===== config.mk =====
export PLATFORM = sky130hd
export DESIGN_NAME = seq_frame_tx
export DESIGN_NICKNAME = d
export VERILOG_FILES = /design/src/rtl/seq_frame_tx.sv
export SDC_FILE = /design/constraint.sdc
export NUM_CORES = 1
export LEC_CHECK = 0
export BUFFER_PORTS_ARGS = -buffer_cell sky130_fd_sc_hd__buf_2
export CAP_MARGIN = 15
export CORE_MARGIN = 5
export CORE_UTILIZATION = 41
export DETAILED_ROUTE_END_ITERATION = 8
export HOLD_SLACK_MARGIN = 0.02
export PLACE_DENSITY = 0.82
export RECOVER_POWER = 25
export SLEW_MARGIN = 20
export SYNTH_ARGS = -nofsm -noshare
export SYNTH_HDL_FRONTEND = slang
export SYNTH_SLANG_ARGS = --single-unit
export TNS_END_PERCENT = 10

===== constraint.sdc =====
create_clock -name Clock -period 1.3 [get_ports Clock]
set_clock_uncertainty 0.15 [all_clocks]
set_input_delay 0.39 -clock Clock [delete_from_list [all_inputs] [get_ports Clock]]
set_output_delay 0.39 -clock Clock [all_outputs]
set_load 0.1 [all_outputs]

===== src/rtl/seq_frame_tx.sv =====
// Serial frame transmitter: 3-bit words go out MSB first in back-to-back frames,
// aligned to the sequence detector's Start/bit1/bit2 framing.
module seq_frame_tx #(
    parameter int          CNT_W     = 8,
    parameter logic [2:0]  IDLE_WORD = 3'b000
) (
    input  logic             Clock,
    input  logic             Reset,
    input  logic [2:0]       data_in,
    input  logic             data_valid,
    output logic             data_ready,
    input  logic             guard_en,
    output logic             Dout,
    output logic             frame_start,
    output logic [1:0]       bit_index,
    output logic             subst_flag,
    output logic             err_pred,
    output logic [CNT_W-1:0] frame_count
);

    generate
        if (IDLE_WORD == 3'b111) begin : g_bad_idle
            $error("seq_frame_tx: IDLE_WORD must not be the forbidden frame 3'b111");
        end
    endgenerate

    typedef enum logic [1:0] {
        BIT0 = 2'd0,
        BIT1 = 2'd1,
        BIT2 = 2'd2
    } bit_e;

    bit_e             state_q, state_d;
    logic [2:0]       fr_q, fr_d;
    logic             subst_q, subst_d;
    logic [CNT_W-1:0] cnt_q, cnt_d;

    always_ff @(posedge Clock or negedge Reset) begin
        if (!Reset) begin
            state_q <= BIT0;
            fr_q    <= IDLE_WORD;
            subst_q <= 1'b0;
            cnt_q   <= '0;
        end else begin
            state_q <= state_d;
            fr_q    <= fr_d;
            subst_q <= subst_d;
            cnt_q   <= cnt_d;
        end
    end

    // The next frame is loaded only at the last bit edge, so the line never bubbles.
    always_comb begin
        state_d     = BIT0;
        fr_d        = fr_q;
        subst_d     = subst_q;
        cnt_d       = cnt_q;
        Dout        = fr_q[0];
        frame_start = 1'b0;
        data_ready  = 1'b0;
        err_pred    = 1'b0;
        case (state_q)
            BIT0: begin
                state_d     = BIT1;
                Dout        = fr_q[2];
                frame_start = 1'b1;
            end
            BIT1: begin
                state_d = BIT2;
                Dout    = fr_q[1];
            end
            BIT2: begin
                state_d    = BIT0;
                Dout       = fr_q[0];
                data_ready = 1'b1;
                err_pred   = (fr_q == 3'b111);
                cnt_d      = cnt_q + CNT_W'(1);
                subst_d    = 1'b0;
                if (data_valid) begin
                    if (guard_en && (data_in == 3'b111)) begin
                        fr_d    = 3'b110;
                        subst_d = 1'b1;
                    end else begin
                        fr_d = data_in;
                    end
                end else begin
                    fr_d = IDLE_WORD;
                end
            end
            default: state_d = BIT0;
        endcase
    end

    assign bit_index   = state_q;
    assign subst_flag  = subst_q;
    assign frame_count = cnt_q;

endmodule


==> Word level (Yosys, flattened, before mapping) <==
Cells that the tools add are included.
{ "word_totals": {"register_bits": 14, "latchBits": 0, "mem_bits_rw": 0, "mem_bits_ro": 0, "input_bits": 7, "out_inout_bits": 15, "elab_cells": 20, "memories": 0} }
{ "classes": {"add_sub_neg": 1, "multipliers": 0, "n_div": 0, "order_cmp": 0, "n_eq_ne": 4, "n_shift": 0, "n_mux": 9, "n_bitwise": 0, "reduce_logical": 2} }
{ "op_table": {"columns": ["cell", "count"], "rows": [
  ["8-bit by 1-bit adder with 8-bit output, second input constant", 1],
  ["3-bit == test, second input constant", 2],
  ["3-bit two-way mux", 2],
  ["1-bit two-way mux", 5],
  ["2-bit one-hot mux with 2 select lines", 1],
  ["2-bit by 1-bit == test with 1-bit output, second input constant", 1],
  ["2-bit == test, second input constant", 1],
  ["2-bit logical NOT", 1],
  ["1-bit one-hot mux with 2 select lines", 1],
  ["1-bit logical AND", 1]
]} }

==> Logic depth before layout (Yosys ltp) <==
Gate-level depths: netlist (run 1).
{ "depth": {"depth_word": 4, "mapped_depth": 5, "depth_no_buf": 4} }

==> Worst setup path before layout (run 1) <==
Ideal clock, no wire load.
{ "synth_path": {"path_kind": "register -> output", "start": "register state_q[0] (netlist: bit_index[0])", "end": "output Dout", "t_arrival_ns": 3.253, "required_time_ns": 0.760, "slack_ns": -2.493, "stages_incl_launch_ff": 3, "path_buffers": 0, "path_cell_list": "dfrtp_1 mux2i_1 o21ai_0"} }
{ "synth_between": {"elab_chain_len": 2, "elab_cells_between_ends": 3, "cone_classes": "eq/ne (1); mux (1); reduce/logical (1)"} }
{ "synth_rtl": {"columns": ["element", "line_no", "rtl"], "rows": [
  ["start: declaration", "33", "bit_e state_q, state_d;"],
  ["start signal: assignment", "45", "state_q <= state_d;"],
  ["2-bit by 1-bit == test with 1-bit output or 2-bit logical NOT (tied branches)", "62", "case (state_q)"],
  ["1-bit one-hot mux with 2 select lines (*)", "62", null],
  ["end: declaration", "13", "output logic Dout,"]
]} }
Mark *: on every way between the ends. The rest lies on a longest branch, timed or not.

==> Final worst setup path (run 1) <==
Same ends and word-level chain as after synthesis.

==> flow_summary.toml, run 1 <==
[worst_setup_path]
slowest_delay_ns = 0.50
critPathLaunchType = "flop"
worstSetupPathType = "flop to output port"
worst-endpoint-required_ns = 0.76
crit_chain = "mux2i_2, o21ai_4, buf_12"
slowest_cell_on_the_critical_path = "sky130_fd_sc_hd__dfrtp_4"
arrival_ns = 1.29
crit_path_max_fanout = 3
critPathCaptureType = "output port"

[job]
max-cap-violations = 0

[synth]
synth.lib_cells_used.distinct = 17
largest_cells_by_area_after_synthesis = "sky130_fd_sc_hd__dfrtp_1 57%, sky130_fd_sc_hd__xnor2_1 10%, sky130_fd_sc_hd__nand2_1 7.9%"
yosys.area.top_type_share_pct = 57.0
synthesis.nets = 64
yosysWarnings = 0
synth_largest_area_cell = "sky130_fd_sc_hd__dfrtp_1"
synth_seq_cells = 14
synth.cell_area_um2 = 614
number_of_cells_produced_by_synthesis = 56
sequential_fraction_of_the_synthesis_area_pct = 57.0
post_synth.cell_area_avg_um2 = 11.0

[route]
ant_nets = 0
via_per_inst = 5.01
number_of_iterations_in_the_first_detailed_routing_pass = 1
drt_iter0_markers = 0
detail_route.wirelength_mm = 1.39
dr_total_vias = 531
route.detailed.drc = 0
post_drt_wl_per_cell_um = 13.1

[global_routing]
global_route_wire_length_before_repair_mm = 2.58
grtUsageMet3_pct = 7.06
largest_net_degree_at_the_start_of_global_routing = 15
antenna_violations_before_repair = 0
met1_usage_pct = 14.8
first_global_vias = 586
global_route.peak_usage_layer = "met2"
globalRoute.totalOverflow = 0
grt_util_all_layers_pct = 13.1
grt_util_met2_pct = 22.4

[clocking]
htree_num_levels = 1
clockBufferDepth = 2
clk_pin_slew_ns = 0.08
tritoncts = "built"
cts-buffers-inserted = 3
cts.root.buffer_cell = "sky130_fd_sc_hd__clkbuf_4"
insertion_delay_ns = 0.28
clkSinkCount = 14
post_cts_buffers = 0

[sta]
finalSetupViolations = 21
finalWorstPathRequiredPeriod_ns = 1.83
report.final.hold_viol_count = 0
worst_pin_slew_ns = 0.338
worst_hold_slack_ns = 0.211
slew-limit-headroom_pct = 77.4
grt_setup_unrepaired = "true"
max_freq_mhz = 547
setup_ws_ns = -0.527
period_share_pct = 141
final_max_slew_viol_count = 0

[outcome]
run_status = "finished with violations"
violations = "negative setup slack"

[floorplanning]
rows = 14
floorplan.die.height_um = 48.7
chipWidth_um = 48.7
core_region_area_um2 = 1470
design.die.area_um2 = 2370
initial_core_util_pct = 41.8
ios = 22

[placed_design]
place_congestion = 0.777
io_buffers = 21
place_hpwl_mm = 1.16

[cells_and_area]
areaGrowthSynthToFinish_pct = 84.7
n_fill_cell = 104
design.final.nets = 99
antennaDiodeCount = 0
drive_gt1_share_pct = 54.4

[power_and_ir_drop]
power-per-cell-area_nw_per_um2 = 720
static-leakage-power_nw = 0.527
total_power_uw = 817
vdd_ir_drop_max_mv = 0.625

[hold_path]
min_path_type = "input pin to flop"
through the flow:
stage	area, um^2	instances	utilization, %	setup TNS (ns)	setup WS, ns
final	1130	106	77.1	-4.77	-0.527
after global routing	1130	106	77.1	-5.85	-0.588
after CTS	1120	106	76.2	-4.89	-0.527
after detailed placement	1060	101	72.2	-1.72	-0.214
after global placement	1060	101	72.2	-1.50	-0.193
after floorplan	656	56	-	-8.32	-0.675
cell families after synthesis:
family / after synthesis / share of synthesized area, %
compound gates: 3 / 2.44
flops: 14 / 57.0
mux: 1 / 1.63
xor+xnor: 7 / 9.98
simple gates: 28 / 23.2
buf+inv: 2 / 3.67
fa+ha+maj: 1 / 2.04
sequential cells by signal, indices dropped and copies added, names as in the netlist:
signal	cells
frame_count	8
subst_flag	1
fr_q	3
bit_index	2
cells in the mapped netlist:
cell type	number
sky130_fd_sc_hd__nor2b_1	1
sky130_fd_sc_hd__nand4_1	4
sky130_fd_sc_hd__o21ai_1	1
sky130_fd_sc_hd__nand3_1	4
sky130_fd_sc_hd__dfrtp_1	14
sky130_fd_sc_hd__and3_1	1
sky130_fd_sc_hd__nor2_1	2
sky130_fd_sc_hd__nand4_2	1
sky130_fd_sc_hd__ha_1	1
sky130_fd_sc_hd__and4b_1	1
sky130_fd_sc_hd__buf_6	1
sky130_fd_sc_hd__o21ai_0	2
sky130_fd_sc_hd__nand2_1	13
sky130_fd_sc_hd__nand2b_1	1
sky130_fd_sc_hd__mux2i_1	1
sky130_fd_sc_hd__xnor2_1	7
sky130_fd_sc_hd__inv_8	1
where the power goes:
group	internal (mW)	switching (mW)
Sequential	0.440	0.00499
Clock	0.170	0.143
Combinational	0.0218	0.0360
Total	0.632	0.184
layout make-up:
cell class | count | area (um^2) | area share, %
well taps | 16 | 20.0 | 1.76
flip-flops and latches | 14 | 362 | 31.9
inverters | 1 | 11.3 | 0.992
multi-input cells | 40 | 290 | 25.6
repair buffers | 31 | 415 | 36.6
clock buffers | 4 | 36.3 | 3.20
path summary, 6_finish.rpt:
path / start / endpoint / slack [ns] / depth (start not counted)
worst min register to register: frame_count[3] / frame_count[3] / 0.37 / 1
worst max register to register: bit_index[0] / frame_count[6] / -0.18 / 4
max in group asynchronous: Reset / bit_index[0] / 0.33 / 2
min in group asynchronous: Reset / frame_count[7] / 0.39 / 2
worst min-delay path: data_in[2] / fr_q[2] / 0.21 / 3
worst max-delay path: bit_index[0] / Dout / -0.53 / 3
worst max-delay path, delay by kind of cell (launching register included):
kind                   cells  cell delay [ns]
multiplexers               1             0.17
buffers and inverters      1             0.19
flip-flops                 1             0.50
AO/OA/AOI/OAI              1             0.15
routing by layer:
layer  wire, um  vias up
li1           -      259
met1        527      254
met2        722       18
met3        138        0
met4          0        0
met5          0        -
placed cells by master, fill, tap and decap left out, drive strengths merged, types with 2 or more instances in the layout:
master  count
clkbuf      5
buf        29
xnor2       7
dfrtp      14
nor2        2
o21ai       3
nand4       5
nand2      13
nand3       4
repair_timing:
item,CTS,global route
hold endpoints to repair,14,0
endpoints found under the setup margin,21,24
hold buffers,1,0
gates resized for setup,5,4
pin swaps,5,1
Power figures use the tool's default switching activity.
==> inputs of run 2 (changes only) <==
Settings changed: CELL_PAD_IN_SITES_DETAIL_PLACEMENT from default to 0, CELL_PAD_IN_SITES_GLOBAL_PLACEMENT from default to 2, CORE_ASPECT_RATIO from default to 0.75, CORE_UTILIZATION 41 to 25, PLACE_DENSITY 0.82 to 0.81.
==> run 2 against run 1 <==
  * Die area up 50%
  * Highest routed layer unchanged
  * The run still ends with negative setup slack left
  * Clock-buffer cell count unchanged
  * Largest power group unchanged
  * Setup slack better by 0.0015 ns
  * Cell count up 21%
==> flow_summary.toml, run 2 (synthesis gave the netlist of run 1 again) <==
[cells_and_area]
leading_cell_type_in_the_layout_fill_and_taps_excluded = "sky130_fd_sc_hd__buf_12"
layout_common_cells = "15 x sky130_fd_sc_hd__buf_12, 12 x sky130_fd_sc_hd__nand2_1, 9 x sky130_fd_sc_hd__buf_4, 8 x sky130_fd_sc_hd__dfrtp_1, 7 x sky130_fd_sc_hd__xnor2_1"
drive_gt1_share_pct = 58.5
largest_register_ff_count = 8
antennaDiodeCount = 0
areaGrowthSynthToFinish_pct = 97.1
design.final.nets = 103

[clocking]
cts.root.buffer_cell = "sky130_fd_sc_hd__clkbuf_4"
clkSinkCount = 14
clk_pin_slew_ns = 0.09
tritoncts = "built"
insertion_delay_ns = 0.28
cts-buffers-inserted = 3
clockBufferDepth = 2
htree_num_levels = 1

[worst_setup_path]
critPathLaunchType = "flop"
cp_top_family = "flip-flops"
worstSetupPathType = "flop to output port"
arrival_ns = 1.29
critPathCaptureType = "output port"
crit_chain = "mux2i_2, o21ai_4, buf_12"
worst-endpoint-required_ns = 0.76
slowest_cell_on_the_critical_path = "sky130_fd_sc_hd__dfrtp_4"
worst-path-buf-inv = 1
slowest_delay_ns = 0.50
crit_path_max_fanout = 3

[sta]
slew-limit-headroom_pct = 76.7
final_max_slew_viol_count = 0
grt_setup_unrepaired = "true"
report.final.hold_viol_count = 0
max_freq_mhz = 548
finalWorstPathRequiredPeriod_ns = 1.83
totalNegativeSetupSlack_ns = -4.99
setup_ws_ns = -0.526
period_share_pct = 140
finalSetupViolations = 21
worst_pin_slew_ns = 0.350

[global_routing]
first_global_vias = 536
globalRoute.totalOverflow = 0
antenna_violations_before_repair = 0
global_route_wire_length_before_repair_mm = 2.53
grt_util_all_layers_pct = 9.97
largest_net_degree_at_the_start_of_global_routing = 15

[power_and_ir_drop]
power-per-cell-area_nw_per_um2 = 672
vdd_ir_drop_max_mv = 0.450
static-leakage-power_nw = 0.547
total_power_uw = 814

[route]
route.detailed.drc = 0
post_drt_wl_per_cell_um = 11.7
dr_total_vias = 524
ant_nets = 0
drt_iter0_markers = 8
via_per_inst = 4.09
number_of_iterations_in_the_first_detailed_routing_pass = 2
detail_route.wirelength_mm = 1.49

[floorplanning]
rows = 15
ios = 22
initial_core_util_pct = 26.4
floorplan.die.height_um = 52.9
design.die.area_um2 = 3560
core_region_area_um2 = 2330
chipWidth_um = 67.2

[outcome]
run_status = "finished with violations"
violations = "negative setup slack"

[job]
max-cap-violations = 0

[hold_path]
min_path_type = "input pin to flop"

[placed_design]
io_buffers = 21
place_congestion = 0.772
place_hpwl_mm = 1.22
run 2: stage by stage:
step                cells  hold WS [ns]  area, um^2  utilization [%]  setup slack [ns]
floorplan              56       -0.0556         656                -            -0.675
global placement      123         0.153        1110             47.9            -0.202
detailed placement    123         0.156        1110             47.9            -0.243
CTS                   128         0.194        1200             51.4            -0.551
global route          128         0.179        1210             52.0            -0.594
finish                128         0.197        1210             52.0            -0.526
run 2: layout make-up:
| class | count | area (um^2) |
|---|---|---|
| Sequential cell | 14 | 363 |
| Tap cell | 34 | 42.5 |
| Fill cell | 222 | 1120 |
| Clock buffer | 4 | 36.3 |
| Inverter | 1 | 11.3 |
| Timing Repair Buffer | 35 | 457 |
| Multi-Input combinational cell | 40 | 302 |
run 2: what timing repair did:
item,CTS,global route
endpoints found under the setup margin,21,27
cloned,0,0
resized for setup,11,4
endpoints found under the hold margin,14,0
hold buffers,1,0
setup buffers,0,0
pin swaps,6,3
run 2: power breakdown:
part / internal (mW) / switching, mW
clock network: 0.170 / 0.138
logic: 0.0240 / 0.0365
registers: 0.440 / 0.00517
run 2: tightest hold or removal path, stage by stage:
cell                      delay (ns)
sky130_fd_sc_hd__buf_2          0.11
sky130_fd_sc_hd__nand3_2        0.05
sky130_fd_sc_hd__nand2_1        0.04
run 2: final timing paths:
kind / from / endpoint / slack (ns) / cells after the start
max in group asynchronous: Reset / bit_index[0] / 0.33 / 2
setup reg to reg: bit_index[0] / frame_count[6] / -0.22 / 4
hold reg to reg: frame_count[3] / frame_count[3] / 0.36 / 1
setup / recovery: bit_index[0] / Dout / -0.53 / 3
hold / removal: data_in[2] / fr_q[2] / 0.20 / 3
min in group asynchronous: Reset / fr_q[1] / 0.39 / 2
run 2: layer usage:
| layer | global-route usage, % | routed length (um) |
|---|---|---|
| met2 | 17.0 | 798 |
| met5 | 0 | 0 |
| met3 | 3.82 | 40 |
| met1 | 11.9 | 656 |
| met4 | 2.02 | 0 |
